==> src/rtl/move_transmitter_pkg.sv <==
// Shared constants for the Trax move transmit path: move field layout, ASCII codes,
// FSM state encoding and small encoding helpers.
package move_transmitter_pkg;

    localparam int MOVE_W   = 22;
    localparam int COL_W    = 8;
    localparam int ROW_W    = 12;
    localparam int TILE_W   = 2;
    localparam int COL_LSB  = 14;
    localparam int ROW_LSB  = 2;
    localparam int TILE_LSB = 0;
    localparam int BCD_W    = 12;

    localparam logic [COL_W-1:0] COL_MAX = 8'd26;

    localparam int CLKS_PER_BIT_DEF = 434;
    localparam int ROW_MAX_DEF      = 999;

    localparam logic [7:0] ASCII_AT     = 8'h40;
    localparam logic [7:0] ASCII_ZERO   = 8'h30;
    localparam logic [7:0] ASCII_PLUS   = 8'h2B;
    localparam logic [7:0] ASCII_SLASH  = 8'h2F;
    localparam logic [7:0] ASCII_BSLASH = 8'h5C;
    localparam logic [7:0] ASCII_LF     = 8'h0A;

    localparam logic [TILE_W-1:0] TILE_PLUS   = 2'd0;
    localparam logic [TILE_W-1:0] TILE_SLASH  = 2'd1;
    localparam logic [TILE_W-1:0] TILE_BSLASH = 2'd2;
    localparam logic [TILE_W-1:0] TILE_BAD    = 2'd3;

    typedef enum logic [2:0] {
        ST_IDLE,
        ST_CONVERT,
        ST_SEND_COL,
        ST_SEND_ROW,
        ST_SEND_TILE,
        ST_SEND_EOL,
        ST_FINISH
    } tx_state_t;

    function automatic logic [7:0] tile_char(input logic [TILE_W-1:0] tile);
        logic [7:0] c;
        case (tile)
            TILE_PLUS:   c = ASCII_PLUS;
            TILE_SLASH:  c = ASCII_SLASH;
            TILE_BSLASH: c = ASCII_BSLASH;
            default:     c = ASCII_PLUS;
        endcase
        return c;
    endfunction

    // One shift-add-3 iteration: correct every nibble >= 5, then shift in the next binary bit.
    function automatic logic [BCD_W-1:0] bcd_step(input logic [BCD_W-1:0] bcd,
                                                   input logic bit_in);
        logic [BCD_W-1:0] adj;
        logic [3:0]       nib;
        adj = bcd;
        for (int i = 0; i < BCD_W / 4; i++) begin
            nib = bcd[4*i +: 4];
            adj[4*i +: 4] = (nib >= 4'd5) ? nib + 4'd3 : nib;
        end
        return {adj[BCD_W-2:0], bit_in};
    endfunction

endpackage

==> src/rtl/move_transmitter_if.sv <==
// Handshake bundle between the game FSM and the move transmitter, including the tx line.
import move_transmitter_pkg::*;

interface move_transmitter_if;
    logic [MOVE_W-1:0] move_in;
    logic              start_transmit;
    logic              tx;
    logic              busy;
    logic              done;
    logic              error;

    modport master (
        output move_in,
        output start_transmit,
        input  tx,
        input  busy,
        input  done,
        input  error
    );

    modport slave (
        input  move_in,
        input  start_transmit,
        output tx,
        output busy,
        output done,
        output error
    );
endinterface

==> src/rtl/move_transmitter_uart_tx_byte.sv <==
// UART 8N1 byte sender: start bit, 8 data bits LSB first, stop bit, each CLKS_PER_BIT cycles.
// ready is high only while idle; a byte is taken on valid & ready.
import move_transmitter_pkg::*;

module uart_tx_byte #(
    parameter int CLKS_PER_BIT = CLKS_PER_BIT_DEF
) (
    input  logic       clock,
    input  logic       reset,
    input  logic [7:0] data,
    input  logic       valid,
    output logic       ready,
    output logic       tx
);

    localparam int TIMER_W = (CLKS_PER_BIT > 1) ? $clog2(CLKS_PER_BIT) : 1;
    localparam logic [TIMER_W-1:0] TIMER_LAST = TIMER_W'(CLKS_PER_BIT - 1);

    logic               active;
    logic [TIMER_W-1:0] timer;
    logic [3:0]         bit_idx;
    logic [8:0]         shreg;
    logic               tx_r;

    always_ff @(posedge clock) begin
        if (reset) begin
            active  <= 1'b0;
            timer   <= '0;
            bit_idx <= '0;
            tx_r    <= 1'b1;
        end else if (!active) begin
            if (valid) begin
                active  <= 1'b1;
                timer   <= '0;
                bit_idx <= '0;
                tx_r    <= 1'b0;
                shreg   <= {1'b1, data};
            end
        end else if (timer == TIMER_LAST) begin
            timer <= '0;
            // bit_idx 9 is the stop bit; its end returns the sender to idle
            if (bit_idx == 4'd9) begin
                active <= 1'b0;
                tx_r   <= 1'b1;
            end else begin
                bit_idx <= bit_idx + 4'd1;
                tx_r    <= shreg[0];
                shreg   <= {1'b1, shreg[8:1]};
            end
        end else begin
            timer <= timer + TIMER_W'(1);
        end
    end

    assign ready = !active;
    assign tx    = tx_r;

endmodule

==> src/rtl/move_transmitter.sv <==
// Trax move transmitter: validates a binary move, converts the row to BCD and sends
// "<col><row digits><tile>LF" over UART 8N1 through uart_tx_byte.
import move_transmitter_pkg::*;

module move_transmitter #(
    parameter int CLKS_PER_BIT = CLKS_PER_BIT_DEF,
    parameter int ROW_MAX      = ROW_MAX_DEF
) (
    input  logic         clock,
    input  logic         reset,
    move_transmitter_if.slave mv
);

    localparam logic [ROW_W-1:0] ROW_LIMIT = ROW_W'(ROW_MAX);

    tx_state_t         state;
    logic              busy_r;
    logic              done_r;
    logic              error_r;
    logic [3:0]        conv_cnt;
    logic [1:0]        dig_idx;
    logic [COL_W-1:0]  col_r;
    logic [ROW_W-1:0]  row_sh;
    logic [TILE_W-1:0] tile_r;
    logic [BCD_W-1:0]  bcd;
    logic [BCD_W-1:0]  bcd_next;
    logic [7:0]        byte_data;
    logic              byte_valid;
    logic              sender_ready;
    logic              byte_accept;
    logic              move_ok;

    logic [COL_W-1:0]  in_col;
    logic [ROW_W-1:0]  in_row;
    logic [TILE_W-1:0] in_tile;

    function automatic logic [7:0] digit_char(input logic [BCD_W-1:0] b, input logic [1:0] idx);
        logic [3:0] nib;
        case (idx)
            2'd2:    nib = b[11:8];
            2'd1:    nib = b[7:4];
            default: nib = b[3:0];
        endcase
        return ASCII_ZERO + {4'd0, nib};
    endfunction

    // Index of the most significant non-zero digit; a zero row still sends one '0'.
    function automatic logic [1:0] msd_index(input logic [BCD_W-1:0] b);
        if (b[11:8] != 4'd0)     return 2'd2;
        else if (b[7:4] != 4'd0) return 2'd1;
        else                     return 2'd0;
    endfunction

    assign in_col   = mv.move_in[COL_LSB  +: COL_W];
    assign in_row   = mv.move_in[ROW_LSB  +: ROW_W];
    assign in_tile  = mv.move_in[TILE_LSB +: TILE_W];
    assign move_ok  = (in_col <= COL_MAX) && (in_row <= ROW_LIMIT) && (in_tile != TILE_BAD);

    assign bcd_next    = bcd_step(bcd, row_sh[ROW_W-1]);
    assign byte_accept = byte_valid && sender_ready;

    always_ff @(posedge clock) begin
        if (reset) begin
            state      <= ST_IDLE;
            busy_r     <= 1'b0;
            done_r     <= 1'b0;
            error_r    <= 1'b0;
            conv_cnt   <= '0;
            dig_idx    <= '0;
            byte_valid <= 1'b0;
        end else begin
            done_r  <= 1'b0;
            error_r <= 1'b0;
            case (state)
                ST_IDLE: begin
                    if (mv.start_transmit) begin
                        if (!move_ok) begin
                            error_r <= 1'b1;
                        end else begin
                            busy_r   <= 1'b1;
                            col_r    <= in_col;
                            row_sh   <= in_row;
                            tile_r   <= in_tile;
                            bcd      <= '0;
                            conv_cnt <= '0;
                            state    <= ST_CONVERT;
                        end
                    end
                end
                ST_CONVERT: begin
                    bcd    <= bcd_next;
                    row_sh <= {row_sh[ROW_W-2:0], 1'b0};
                    if (conv_cnt == 4'd11) begin
                        conv_cnt   <= '0;
                        dig_idx    <= msd_index(bcd_next);
                        byte_data  <= ASCII_AT + col_r;
                        byte_valid <= 1'b1;
                        state      <= ST_SEND_COL;
                    end else begin
                        conv_cnt <= conv_cnt + 4'd1;
                    end
                end
                ST_SEND_COL: begin
                    if (byte_accept) begin
                        byte_data <= digit_char(bcd, dig_idx);
                        state     <= ST_SEND_ROW;
                    end
                end
                ST_SEND_ROW: begin
                    if (byte_accept) begin
                        if (dig_idx == 2'd0) begin
                            byte_data <= tile_char(tile_r);
                            state     <= ST_SEND_TILE;
                        end else begin
                            dig_idx   <= dig_idx - 2'd1;
                            byte_data <= digit_char(bcd, dig_idx - 2'd1);
                        end
                    end
                end
                ST_SEND_TILE: begin
                    if (byte_accept) begin
                        byte_data <= ASCII_LF;
                        state     <= ST_SEND_EOL;
                    end
                end
                ST_SEND_EOL: begin
                    if (byte_accept) begin
                        byte_valid <= 1'b0;
                        state      <= ST_FINISH;
                    end
                end
                ST_FINISH: begin
                    // sender_ready returns only once the LF stop bit has fully elapsed
                    if (sender_ready) begin
                        done_r <= 1'b1;
                        busy_r <= 1'b0;
                        state  <= ST_IDLE;
                    end
                end
                default: state <= ST_IDLE;
            endcase
        end
    end

    uart_tx_byte #(
        .CLKS_PER_BIT (CLKS_PER_BIT)
    ) u_tx_byte (
        .clock (clock),
        .reset (reset),
        .data  (byte_data),
        .valid (byte_valid),
        .ready (sender_ready),
        .tx    (mv.tx)
    );

    assign mv.busy  = busy_r;
    assign mv.done  = done_r;
    assign mv.error = error_r;

endmodule

==> src/flat_wrapper.sv <==
// flat-port wrapper written by rule: the top's interface ports become plain ports
module move_transmitter_flat 
#(
    parameter int CLKS_PER_BIT = CLKS_PER_BIT_DEF,
    parameter int ROW_MAX      = ROW_MAX_DEF
)
  (clock, reset, mv_move_in, mv_start_transmit, mv_tx, mv_busy, mv_done, mv_error);
  move_transmitter_if mv_i ();
  input  logic clock;
  input  logic reset;
  input wire logic [$bits(mv_i.move_in)-1:0] mv_move_in;
  input wire logic [$bits(mv_i.start_transmit)-1:0] mv_start_transmit;
  output wire logic [$bits(mv_i.tx)-1:0] mv_tx;
  output wire logic [$bits(mv_i.busy)-1:0] mv_busy;
  output wire logic [$bits(mv_i.done)-1:0] mv_done;
  output wire logic [$bits(mv_i.error)-1:0] mv_error;
  assign mv_i.move_in = mv_move_in;
  assign mv_i.start_transmit = mv_start_transmit;
  assign mv_tx = mv_i.tx;
  assign mv_busy = mv_i.busy;
  assign mv_done = mv_i.done;
  assign mv_error = mv_i.error;
  move_transmitter #(.CLKS_PER_BIT(CLKS_PER_BIT), .ROW_MAX(ROW_MAX)) u_core (.clock(clock), .reset(reset), .mv(mv_i));
endmodule
==> config.mk <==
export PLATFORM = sky130hd
export DESIGN_NAME = move_transmitter_flat
export DESIGN_NICKNAME = d
export VERILOG_FILES = /design/src/rtl/move_transmitter_pkg.sv /design/src/rtl/move_transmitter_if.sv /design/src/rtl/move_transmitter_uart_tx_byte.sv /design/src/rtl/move_transmitter.sv /design/src/flat_wrapper.sv
export SDC_FILE = /design/constraint.sdc
export NUM_CORES = 1
export LEC_CHECK = 0
export ABC_AREA = 1
export ABC_CLOCK_PERIOD_IN_PS = 7350
export CORE_MARGIN = 1
export CORE_UTILIZATION = 64
export CTS_CLUSTER_SIZE = 14
export DETAILED_ROUTE_END_ITERATION = 16
export GPL_ROUTABILITY_DRIVEN = 0
export GPL_TIMING_DRIVEN = 0
export PLACE_DENSITY = 0.86
export RECOVER_POWER = 50
export SYNTH_ARGS = -nofsm -noshare
export SYNTH_HDL_FRONTEND = slang
export SYNTH_SLANG_ARGS = --single-unit
==> constraint.sdc <==
create_clock -name clock -period 7.35 [get_ports clock]
set_input_delay 1.47 -clock clock [delete_from_list [all_inputs] [get_ports clock]]
set_output_delay 1.47 -clock clock [all_outputs]
set_load 0.005 [all_outputs]
==> results.txt <==
----------------------------------------------------
[Outcome]
  Status ... finished, final reports clean

[Floorplanning]
  Effective utilization at floorplan ... 66.5%
  Area of the core ... 6390 µm²
  Count of pins on the block boundary ... 29
  Placement row count ... 29
  Floorplan die area ... 6960 µm²
  Chip width ... 83.4 µm
  Die height ... 83.4 µm

[Clocking]
  Post-CTS resize count ... 0
  TritonCTS clock tree ... yes
  Clock root buffer master ... sky130_fd_sc_hd__clkbuf_8
  Clk_lat worst skew ... 0.35 ns
  Hold_buf cts ... 0
  Post-CTS Setup Inserts ... 0
  CTS Buf Count ... 9
  Count of clock tree sinks ... 78
  Clk buf depth ... 2
  H-tree levels ... 3
  Clock slew at the register clock pins of the worst setup and hold paths ... 0.08 ns

[Pwr]
  IR Drop Worst-Case VDD ... 249 µV
  Leakage dissipation ... 2.04 nW
  Total chip power ... 1.24 mW
  Power Dens Cells ... 257 nW/µm²

[Cells and area]
  Final instance area ... 4810 µm²
  Fillcell total ... 459
  Area growth, synth to finish ... 13.4%
  Diode count ... 0
  Net count, final ... 599
  Ratio of cells with drive above 1 in the final layout ... 7.28%

[Setup path]
  Flop-to-flop setup slack ... 5.12 ns
  Startpoint class of the critical path ... input port
  Endpoint of the worst register-to-register path ... u_core.bcd[1]
  Class of the most critical setup path ... input port to flop
  Kind of end point of the critical path ... flop
  WP data arrival ... 3.46 ns
  Crit path launch ... mv_move_in[19]
  Worst-path maximum fanout ... 10
  Origin of the critical flop-to-flop path ... u_core.state[1]
  R2r worst-path depth ... 5
  Worst EP required ... 7.31 ns

[Worst hold path]
  Type of the tightest min-delay check ... flop to flop
  Cells on Worst Hold Path ... 2
  Worst min-delay path endpoint ... u_core.u_tx_byte.tx
  Hold path start ... u_core.u_tx_byte.tx

[Yosys]
  Share of synthesized cell area in and, or, nand and nor gates ... 28.3%
  Multiplexer area fraction after synthesis ... 0%
  Ys flop type ... sky130_fd_sc_hd__edfxtp_1
  Share of the synthesized area in compound gates (AO/OA/AOI/OAI) ... 10.4%
  Dominant combinational cell family by area after synthesis ... simple AND/OR/NAND/NOR gates
  Area share of fa/ha/maj cells after synthesis ... 4.72%
  Mapped cell area ... 4250 µm²
  Number of flops mapped to enable cells by yosys ... 50
  Count of state elements after synthesis ... 78
  Share of async-settable or async-resettable flops after synthesis ... 0%
  Fraction of synthesized cell area in xor and xnor cells ... 1.44%
  Post-synthesis cell type count ... 39
  Synth Area per Inst ... 8.20 µm²
  Instance count of the mapped netlist ... 518
  Syn Nets ... 559
  Post-synthesis sequential area ratio ... 48.6%
  Synth warnings ... 0

[Timing]
  Final hold violation count ... 0
  Slew at the pin with the worst max-slew slack ... 1.19 ns
  Post-route fraction of the period consumed by the critical path ... 47.6%
  Setup violations, final ... 0
  Max frequency ... 286 MHz
  Number of pins exceeding their max-slew limit in the final report ... 0
  Setup TNS ... 0 ns
  Max-Slew Margin vs Limit ... 20.4%
  Unrepaired setup endpoints after global routing ... no
  Worst-case clock skew ... 0.0111 ns
  Time the worst path needs with I/O delays and setup ... 3.50 ns

[Global route]
  Global-route wire length before repair ... 15.3 mm
  Largest net degree at the start of global routing ... 18
  Total global routing track utilization ... 27.6%
  Global route total overflow ... 0
  Initial antenna violation count ... 0
  Via count of the first global-routing pass ... 3507

[Place]
  Detailed placer's ending HPWL ... 6.66 mm
  Dpl cell area ... 4640 µm²
  Port Buffers ... 28

[Routing]
  Post-DR vias/cell ... 5.72
  Number of nets with antenna violations after routing ... 0
  DR WL/cell ... 14.2 µm
  DR DRC count ... 0
  Via count ... 3658
  Final WL ... 9.07 mm
  Number of iterations in the first detailed-routing pass ... 5
  Starting DRT DRC Count ... 257

[Run]
  Max-cap viol count ... 0

----------------------------------------------------
==> power by group <==
group	leakage [nW]	switching, mW	total, mW	internal [mW]
combinational	1.26	0.248	0.368	0.119
clock	0.0954	0.156	0.309	0.153
sequential	0.684	0.0232	0.563	0.539
total	2.04	0.428	1.24	0.811
==> area by class of cell <==
cell class,instances,area (µm²),area share [%]
Multi-Input combinational cell,371,1890,39.2
Buffer,10,53.8,1.12
Timing Repair Buffer,29,295,6.14
Inverter,59,224,4.65
Clock inverter,4,28.8,0.598
Tap cell,77,96.3,2.00
Clock buffer,12,166,3.46
Sequential cell,78,2060,42.8
==> layout by cell type (no fill, tap or decap), drive strengths merged, types with 4 or more instances in the layout <==
cell,n
a21oi,33
buf,4
clkbuf,19
clkdlybuf4s50,12
clkinv,4
dfxtp,28
dlygate4sd3,16
edfxtp,50
ha,16
inv,58
nand2,160
nand3,23
nand4,21
nor2,57
nor3,5
o211ai,6
o21ai,27
o22ai,4
xnor2,5
==> kinds of logic after synthesis <==
group                    count (synthesis)
buffers and inverters                   69
adder cells (fa/ha/maj)                 16
AO/OA/AOI/OAI                           77
XOR/XNOR                                 7
AND/OR/NAND/NOR                        271
flip-flops                              78
==> metal layers <==
layer / GRT usage (%) / share of wire (%)
met4: 11.1 / 2.2
met1: 34.7 / 44
met2: 46.9 / 48
met3: 5.17 / 6.0
met5: 0 / 0
==> per-stage QoR <==
stage               util, %  hold WS [ns]  setup slack [ns]  std cells
floorplan                 -         0.457              3.72        518
global placement       72.4         0.470              2.65        623
detailed placement     72.7         0.479              3.63        624
CTS                    75.7         0.500              4.00        640
global route           75.4         0.525              3.60        640
finish                 75.4         0.497              3.85        640
==> critical path, stage by stage <==
cell                            delay, ns
sky130_fd_sc_hd__dlygate4sd3_1       0.59
sky130_fd_sc_hd__nor2_1              0.13
sky130_fd_sc_hd__nand2_1             0.08
sky130_fd_sc_hd__a21oi_1             0.16
sky130_fd_sc_hd__nand3_1             0.11
sky130_fd_sc_hd__nor3_1              0.91
==> registers in the layout, indices dropped and copies added, names as in the netlist, 2 cells and up <==
register and flops:
u_core.bcd 12, u_core.row_sh 12, u_core.u_tx_byte.timer 9, u_core.byte_data 8, u_core.col_r 8, u_core.u_tx_byte.shreg 8, u_core.conv_cnt 4, u_core.u_tx_byte.bit_idx 4
u_core.state 3, u_core.dig_idx 2, u_core.tile_r 2
==> how the worst max path moves through the flow <==
stage          depth (start not counted)               to  slack [ns]
2_1_floorplan                          5    u_core.bcd[0]        3.72
5_1_grt                                6  u_core.col_r[0]        3.60
3_5_place_dp                           6  u_core.col_r[1]        3.63
6_report                               6  u_core.col_r[0]        3.85
4_1_cts                                6  u_core.col_r[0]        4.00
3_3_place_gp                           4   u_core.bcd[10]        2.65
==> cell usage after synthesis, types with 6 or more instances <==
master	n	area share [%]
sky130_fd_sc_hd__a21oi_1	33	3.9
sky130_fd_sc_hd__dfxtp_1	28	13
sky130_fd_sc_hd__edfxtp_1	50	35
sky130_fd_sc_hd__ha_1	16	4.7
sky130_fd_sc_hd__inv_1	51	4.5
sky130_fd_sc_hd__inv_2	6	0.53
sky130_fd_sc_hd__nand2_1	152	13
sky130_fd_sc_hd__nand2_2	7	1.0
sky130_fd_sc_hd__nand3_1	21	2.5
sky130_fd_sc_hd__nand4_1	21	3.1
sky130_fd_sc_hd__nor2_1	51	4.5
sky130_fd_sc_hd__o211ai_1	6	1.1
sky130_fd_sc_hd__o21ai_0	25	2.9
No activity file was read; power rests on OpenSTA's default activity.
